$ cat config.mk
export PLATFORM = sky130hd
export DESIGN_NAME = ot_rsa_engine
export DESIGN_NICKNAME = d
export VERILOG_FILES = /design/src/rtl/ot_rsa_engine.sv
export SDC_FILE = /design/constraint.sdc
export NUM_CORES = 2
export LEC_CHECK = 0
export ABC_AREA = 1
export BUFFER_PORTS_ARGS = -buffer_cell sky130_fd_sc_hd__buf_2
export CORE_MARGIN = 5
export CORE_UTILIZATION = 28
export DETAILED_ROUTE_END_ITERATION = 10
export GPL_ROUTABILITY_DRIVEN = 0
export GPL_TIMING_DRIVEN = 0
export HOLD_SLACK_MARGIN = 0.15
export SLEW_MARGIN = 20
export SYNTH_ARGS = -nofsm -noshare
export SYNTH_HDL_FRONTEND = slang
export SYNTH_SLANG_ARGS = --single-unit
$ cat constraint.sdc
create_clock -name clk -period 7.8 [get_ports clk]
set_input_delay 1.17 -clock clk [delete_from_list [all_inputs] [get_ports clk]]
set_output_delay 1.17 -clock clk [all_outputs]
set_load 0.005 [all_outputs]
$ cat src/rtl/ot_rsa_engine.sv
// RSA oblivious-transfer arithmetic engine: receiver blind (x + k^e mod N) or sender unblind ((v - x)^d mod N).
// Exponentiation is LSB-first square-and-multiply built from two interleaved shift-add modular multipliers.
module ot_rsa_engine #(
    parameter int WIDTH   = 32,
    parameter int NUM_MSG = 2
) (
    input  logic                        clk,
    input  logic                        rst,
    input  logic                        start,
    input  logic                        mode,
    input  logic [$clog2(NUM_MSG)-1:0]  sel,
    input  logic [NUM_MSG*WIDTH-1:0]    rand_flat,
    input  logic [WIDTH-1:0]            modulus,
    input  logic [WIDTH-1:0]            exponent,
    input  logic [WIDTH-1:0]            operand,
    output logic                        busy,
    output logic                        done,
    output logic                        err,
    output logic [WIDTH-1:0]            result
);

    localparam int SELW = $clog2(NUM_MSG);
    localparam int CW   = $clog2(WIDTH);

    typedef enum logic [2:0] {IDLE, CHECK, PRE, EXP, POST, DONE} state_t;

    state_t            state_q;
    logic              mode_q;
    logic              selBad_q;
    logic [WIDTH-1:0]  x_q;
    logic [WIDTH-1:0]  n_q;
    logic [WIDTH-1:0]  op_q;
    logic [WIDTH-1:0]  ebits_q;
    logic [WIDTH-1:0]  acc_q;
    logic [WIDTH-1:0]  base_q;
    logic [WIDTH-1:0]  t1_q;
    logic [WIDTH-1:0]  t2_q;
    logic [CW-1:0]     stepCnt_q;
    logic [CW-1:0]     bitCnt_q;
    logic              busy_q;
    logic              done_q;
    logic              err_q;
    logic [WIDTH-1:0]  result_q;

    logic [WIDTH-1:0]  xSel;
    logic              selOk;
    logic              mulBit;
    logic              inputBad;
    logic [WIDTH-1:0]  t1_d;
    logic [WIDTH-1:0]  t2_d;

    // One step of an MSB-first interleaved modmul; inputs are < n so nothing reaches 2n.
    function automatic logic [WIDTH-1:0] mmStep(input logic [WIDTH-1:0] t,
                                                input logic [WIDTH-1:0] a,
                                                input logic             b,
                                                input logic [WIDTH-1:0] n);
        logic [WIDTH:0] s;
        logic [WIDTH:0] nn;
        nn = {1'b0, n};
        s  = {t, 1'b0};
        if (s >= nn) s = s - nn;
        if (b) begin
            s = s + {1'b0, a};
            if (s >= nn) s = s - nn;
        end
        return s[WIDTH-1:0];
    endfunction

    function automatic logic [WIDTH-1:0] modAdd(input logic [WIDTH-1:0] a,
                                                input logic [WIDTH-1:0] b,
                                                input logic [WIDTH-1:0] n);
        logic [WIDTH:0] s;
        s = {1'b0, a} + {1'b0, b};
        if (s >= {1'b0, n}) s = s - {1'b0, n};
        return s[WIDTH-1:0];
    endfunction

    function automatic logic [WIDTH-1:0] modSub(input logic [WIDTH-1:0] a,
                                                input logic [WIDTH-1:0] b,
                                                input logic [WIDTH-1:0] n);
        logic [WIDTH:0] s;
        s = {1'b0, a} - {1'b0, b};
        if (a < b) s = s + {1'b0, n};
        return s[WIDTH-1:0];
    endfunction

    always_comb begin
        xSel  = '0;
        selOk = 1'b0;
        for (int i = 0; i < NUM_MSG; i++) begin
            if (sel == SELW'(i)) begin
                xSel  = rand_flat[i*WIDTH +: WIDTH];
                selOk = 1'b1;
            end
        end
    end

    // Both products share the multiplier operand (base), so one bit feeds both datapaths.
    always_comb begin
        mulBit   = base_q[stepCnt_q];
        t1_d     = mmStep(t1_q, acc_q, mulBit, n_q);
        t2_d     = mmStep(t2_q, base_q, mulBit, n_q);
        inputBad = (n_q < WIDTH'(2)) || selBad_q || (x_q >= n_q) || (op_q >= n_q);
    end

    always_ff @(posedge clk) begin
        if (rst) begin
            state_q   <= IDLE;
            mode_q    <= 1'b0;
            selBad_q  <= 1'b0;
            x_q       <= '0;
            n_q       <= '0;
            op_q      <= '0;
            ebits_q   <= '0;
            acc_q     <= '0;
            base_q    <= '0;
            t1_q      <= '0;
            t2_q      <= '0;
            stepCnt_q <= '0;
            bitCnt_q  <= '0;
            busy_q    <= 1'b0;
            done_q    <= 1'b0;
            err_q     <= 1'b0;
            result_q  <= '0;
        end else begin
            done_q <= 1'b0;
            case (state_q)
                IDLE: begin
                    if (start) begin
                        mode_q   <= mode;
                        selBad_q <= ~selOk;
                        x_q      <= xSel;
                        n_q      <= modulus;
                        op_q     <= operand;
                        ebits_q  <= exponent;
                        busy_q   <= 1'b1;
                        state_q  <= CHECK;
                    end
                end
                CHECK: begin
                    if (inputBad) begin
                        err_q    <= 1'b1;
                        result_q <= '0;
                        done_q   <= 1'b1;
                        state_q  <= DONE;
                    end else begin
                        state_q <= PRE;
                    end
                end
                PRE: begin
                    base_q    <= mode_q ? modSub(op_q, x_q, n_q) : op_q;
                    acc_q     <= {{(WIDTH-1){1'b0}}, 1'b1};
                    t1_q      <= '0;
                    t2_q      <= '0;
                    stepCnt_q <= CW'(WIDTH-1);
                    bitCnt_q  <= '0;
                    state_q   <= EXP;
                end
                // Fixed WIDTH x WIDTH cycles regardless of exponent value.
                EXP: begin
                    if (stepCnt_q == '0) begin
                        if (ebits_q[0]) acc_q <= t1_d;
                        base_q    <= t2_d;
                        ebits_q   <= ebits_q >> 1;
                        t1_q      <= '0;
                        t2_q      <= '0;
                        stepCnt_q <= CW'(WIDTH-1);
                        bitCnt_q  <= bitCnt_q + 1'b1;
                        if (bitCnt_q == CW'(WIDTH-1)) state_q <= POST;
                    end else begin
                        t1_q      <= t1_d;
                        t2_q      <= t2_d;
                        stepCnt_q <= stepCnt_q - 1'b1;
                    end
                end
                POST: begin
                    result_q <= mode_q ? acc_q : modAdd(acc_q, x_q, n_q);
                    err_q    <= 1'b0;
                    done_q   <= 1'b1;
                    state_q  <= DONE;
                end
                DONE: begin
                    busy_q  <= 1'b0;
                    state_q <= IDLE;
                end
                default: state_q <= IDLE;
            endcase
        end
    end

    assign busy   = busy_q;
    assign done   = done_q;
    assign err    = err_q;
    assign result = result_q;

endmodule

==> flow_metrics.py <==
metrics = {
    "sta": {
        "final.min_clock_period_ns": 7.60,
        "rsz0062_at_grt": "true",
        "hold_ws_ns": 0.468,
        "worstMarginPinSlew_ns": 1.11,
        "hold_viol": 0,
        "clock.fmax_mhz": 132,
        "setup-violations-final": 0,
        "finClkSkew_ns": 0.0733,
        "drv_slew": 0,
        "slew_headroom": 0.263,
        "setup_tns_ns": 0,
        "fin_crit_sh": 0.974,
    },
    "power_and_ir_drop": {
        "intPower_uw": 8180,
        "p_sw_frac": 0.615,
        "seqPwrFrac": 0.114,
        "p_clk_frac": 0.092,
        "combPwrFrac": 0.794,
        "power_switching_uw": 13000,
        "power_density_mw_per_mm2": 517,
        "ir_worst_vdd_mv": 0.270,
        "p_leak_uw": 0.0203,
        "finalPower_uw": 21200,
    },
    "clocking": {
        "cts_root_buf": "clkbuf_16",
        "htreeDepth": 2,
        "path_clk_slew_ns": 0.06,
        "cts_made_buffers": 40,
        "clk_path_buf_depth": 3,
        "cts_tree": "done",
        "insertion_delay_ns": 0.64,
        "clock-sinks": 305,
    },
    "synth": {
        "synthSimpleGateAreaFrac": 0.332,
        "yosys.area_share.xor_xnor": 0.0551,
        "synth_top_cell_area_share": 0.169,
        "synth_nets": 6575,
        "syn_area_per_cell_um2": 6.00,
        "async_flop_share": 0,
        "synth_edf_count": 0,
        "synth_top_family_by_area": "simple AND/OR/NAND/NOR gates",
        "synth.area.mux_share": 0,
        "synthTopCellsByCount": "nand2_1, a21oi_1, inv_1",
        "synth_ff_type": "dfxtp_1",
        "yosysUniqueCellTypes": 60,
        "yosysMostFrequentCell": "nand2_1",
        "yosys.area.top_type": "dfxtp_1",
        "synth_area_leaders": "dfxtp_1, nand2_1, ha_1, a21oi_1, inv_1",
        "synth_compound_area_frac": 0.209,
        "ys_ff_latch": 305,
        "netlist_area_mm2": 0.0361,
        "synthCells": 6014,
        "ys_warn_count": 0,
        "ys_seq_area_frac": 0.169,
        "synthAdderAreaFrac": 0.139,
    },
    "worst_hold_path": {
        "whs_path_depth": 2,
        "worstHoldPathType": "reg2reg",
    },
    "finish": {
        "final_area_mm2": 0.0410,
        "fin_nets": 6856,
        "fillers": 14300,
        "area_delta_synth_final_pct": 13.7,
        "final_core_utilization": 0.321,
        "drive_gt1_frac": 0.0768,
    },
    "outcome": {
        "status": "finished, violations left",
        "violations": "design-rule violations",
    },
    "route": {
        "via_per_inst": 5.42,
        "wl_um": 170000,
        "first_pass_iters": 10,
        "avgRoutedWirePerCell_um": 21.3,
        "ant_nets": 0,
        "drc": 2,
        "drtIter0Drc": 5213,
        "vias": 43300,
    },
    "floorplanning": {
        "fp.dieW_um": 369,
        "pin_count": 200,
        "rows": 131,
        "core-area_mm2": 0.128,
        "start_util": 0.282,
        "fp.dieH_um": 369,
        "die_area_mm2": 0.136,
    },
    "global_routing": {
        "antenna_found_initial": 8,
        "grt_overflow": 0,
        "globalRouteTotalUtil": 0.237,
        "grt_pass1_vias": 39300,
        "grt_pass1_wl_um": 246000,
        "grt_max_degree": 14,
    },
    "flow_run": {
        "cap_violations": 0,
    },
    "place": {
        "port_buffers": 198,
        "placed_area_mm2": 0.0392,
        "hpwl_um": 137000,
    },
    "critical_path": {
        "reg2reg_depth": 37,
        "arrival_ns": 8.10,
        "crit_required_ns": 8.30,
        "start_kind": "flop",
        "path_class": "reg2reg",
        "cp_max_fo": 10,
        "crit_path_end_kind": "flop",
        "slowest_stage": "o21ai_0",
        "critPathMostFrequentCell": "nand2_1",
        "cpPeakStageDelay_ns": 0.51,
    },
}
[cell type report]
cell class,count,area [µm²],area share
inverters,701,2730,0.0665
repair buffers,239,1350,0.0329
plain buffers,182,823,0.0201
clock inverters,16,220,0.00537
flip-flops and latches,305,6110,0.149
multi-input cells,4826,26600,0.648
clock buffers,56,1140,0.0278
diodes,3,7.51,0.000183
well taps,1662,2080,0.0507
[per-stage QoR]
step | worst slack, ns | instances
after floorplan | 2.02 | 6014
after global placement | -0.605 | 7874
after detailed placement | -0.768 | 7874
after CTS | 0.0253 | 7962
after global routing | -0.0308 | 7987
final | 0.204 | 7990
[critical path: cells and delay by family (launching register included)]
family                     cells  cell delay, ns
AOI/OAI and AO/OA              4            1.08
xor gates and xnor gates       1            0.21
adders and majority gates      3            1.15
buffers and inverters          5            0.82
DFF                            1            0.43
and+or+nand+nor               24            3.75
[placed cells by master (no fill, tap or decap), types with 29 or more instances in the layout]
cell type / count
or2_2: 31
o21ai_0: 389
a21o_1: 49
a21oi_1: 709
xnor2_1: 88
o211ai_1: 29
nand3_1: 465
nand2_1: 1498
xor2_1: 139
buf_2: 234
ha_1: 386
clkbuf_16: 40
clkbuf_1: 116
inv_1: 656
o21bai_1: 33
dfxtp_1: 303
nand4_1: 111
a31oi_1: 57
buf_4: 47
nor2_1: 547
nor3_1: 49
[sequential cells by signal (all words and copies together), names as in the netlist]
| signal | count |
|---|---|
| acc_q | 32 |
| base_q | 32 |
| bitCnt_q | 5 |
| result | 32 |
| t2_q | 32 |
| mode_q | 1 |
| state_q | 3 |
| stepCnt_q | 5 |
| op_q | 32 |
| busy | 1 |
| ebits_q | 32 |
| n_q | 32 |
| x_q | 32 |
| err | 1 |
| done | 1 |
| t1_q | 32 |
[timing repair]
item                       4_1_cts  5_1_grt
hold buffers                     0        0
pin swaps                        0        1
resized for setup               16       46
setup buffers                   16       25
setup endpoints to repair      125      128
[routing by layer]
layer,wire (µm),track usage,share of wire
met1,70300,0.310,0.41
met2,69900,0.359,0.41
met3,17700,0.0488,0.10
met4,12200,0.143,0.072
met5,112,0,0.00066
[power by group through the flow]
stage / logic [µW] / clock network (µW) / registers (µW)
finish: 16900 / 1950 / 2420
global route: 18200 / 2030 / 2430
CTS: 16100 / 1970 / 2380
detailed placement: 15900 / 0 / 2390
global placement: 15800 / 0 / 2390
floorplan: 11200 / 0 / 2150
[worst paths after layout]
kind              from   endpoint  slack [ns]
max            n_q[17]   t1_q[30]        0.20
min reg2reg  result[3]  result[3]        0.47
min          result[3]  result[3]        0.47
max reg2reg    n_q[17]   t1_q[30]        0.20
[logic make-up after synthesis]
kind of cell    count (synthesis)
xor+xnor                      227
simple gates                 2819
compound gates               1384
flops                         305
fa+ha+maj                     396
buf+inv                       883
(Power assumes the default switching activity.)
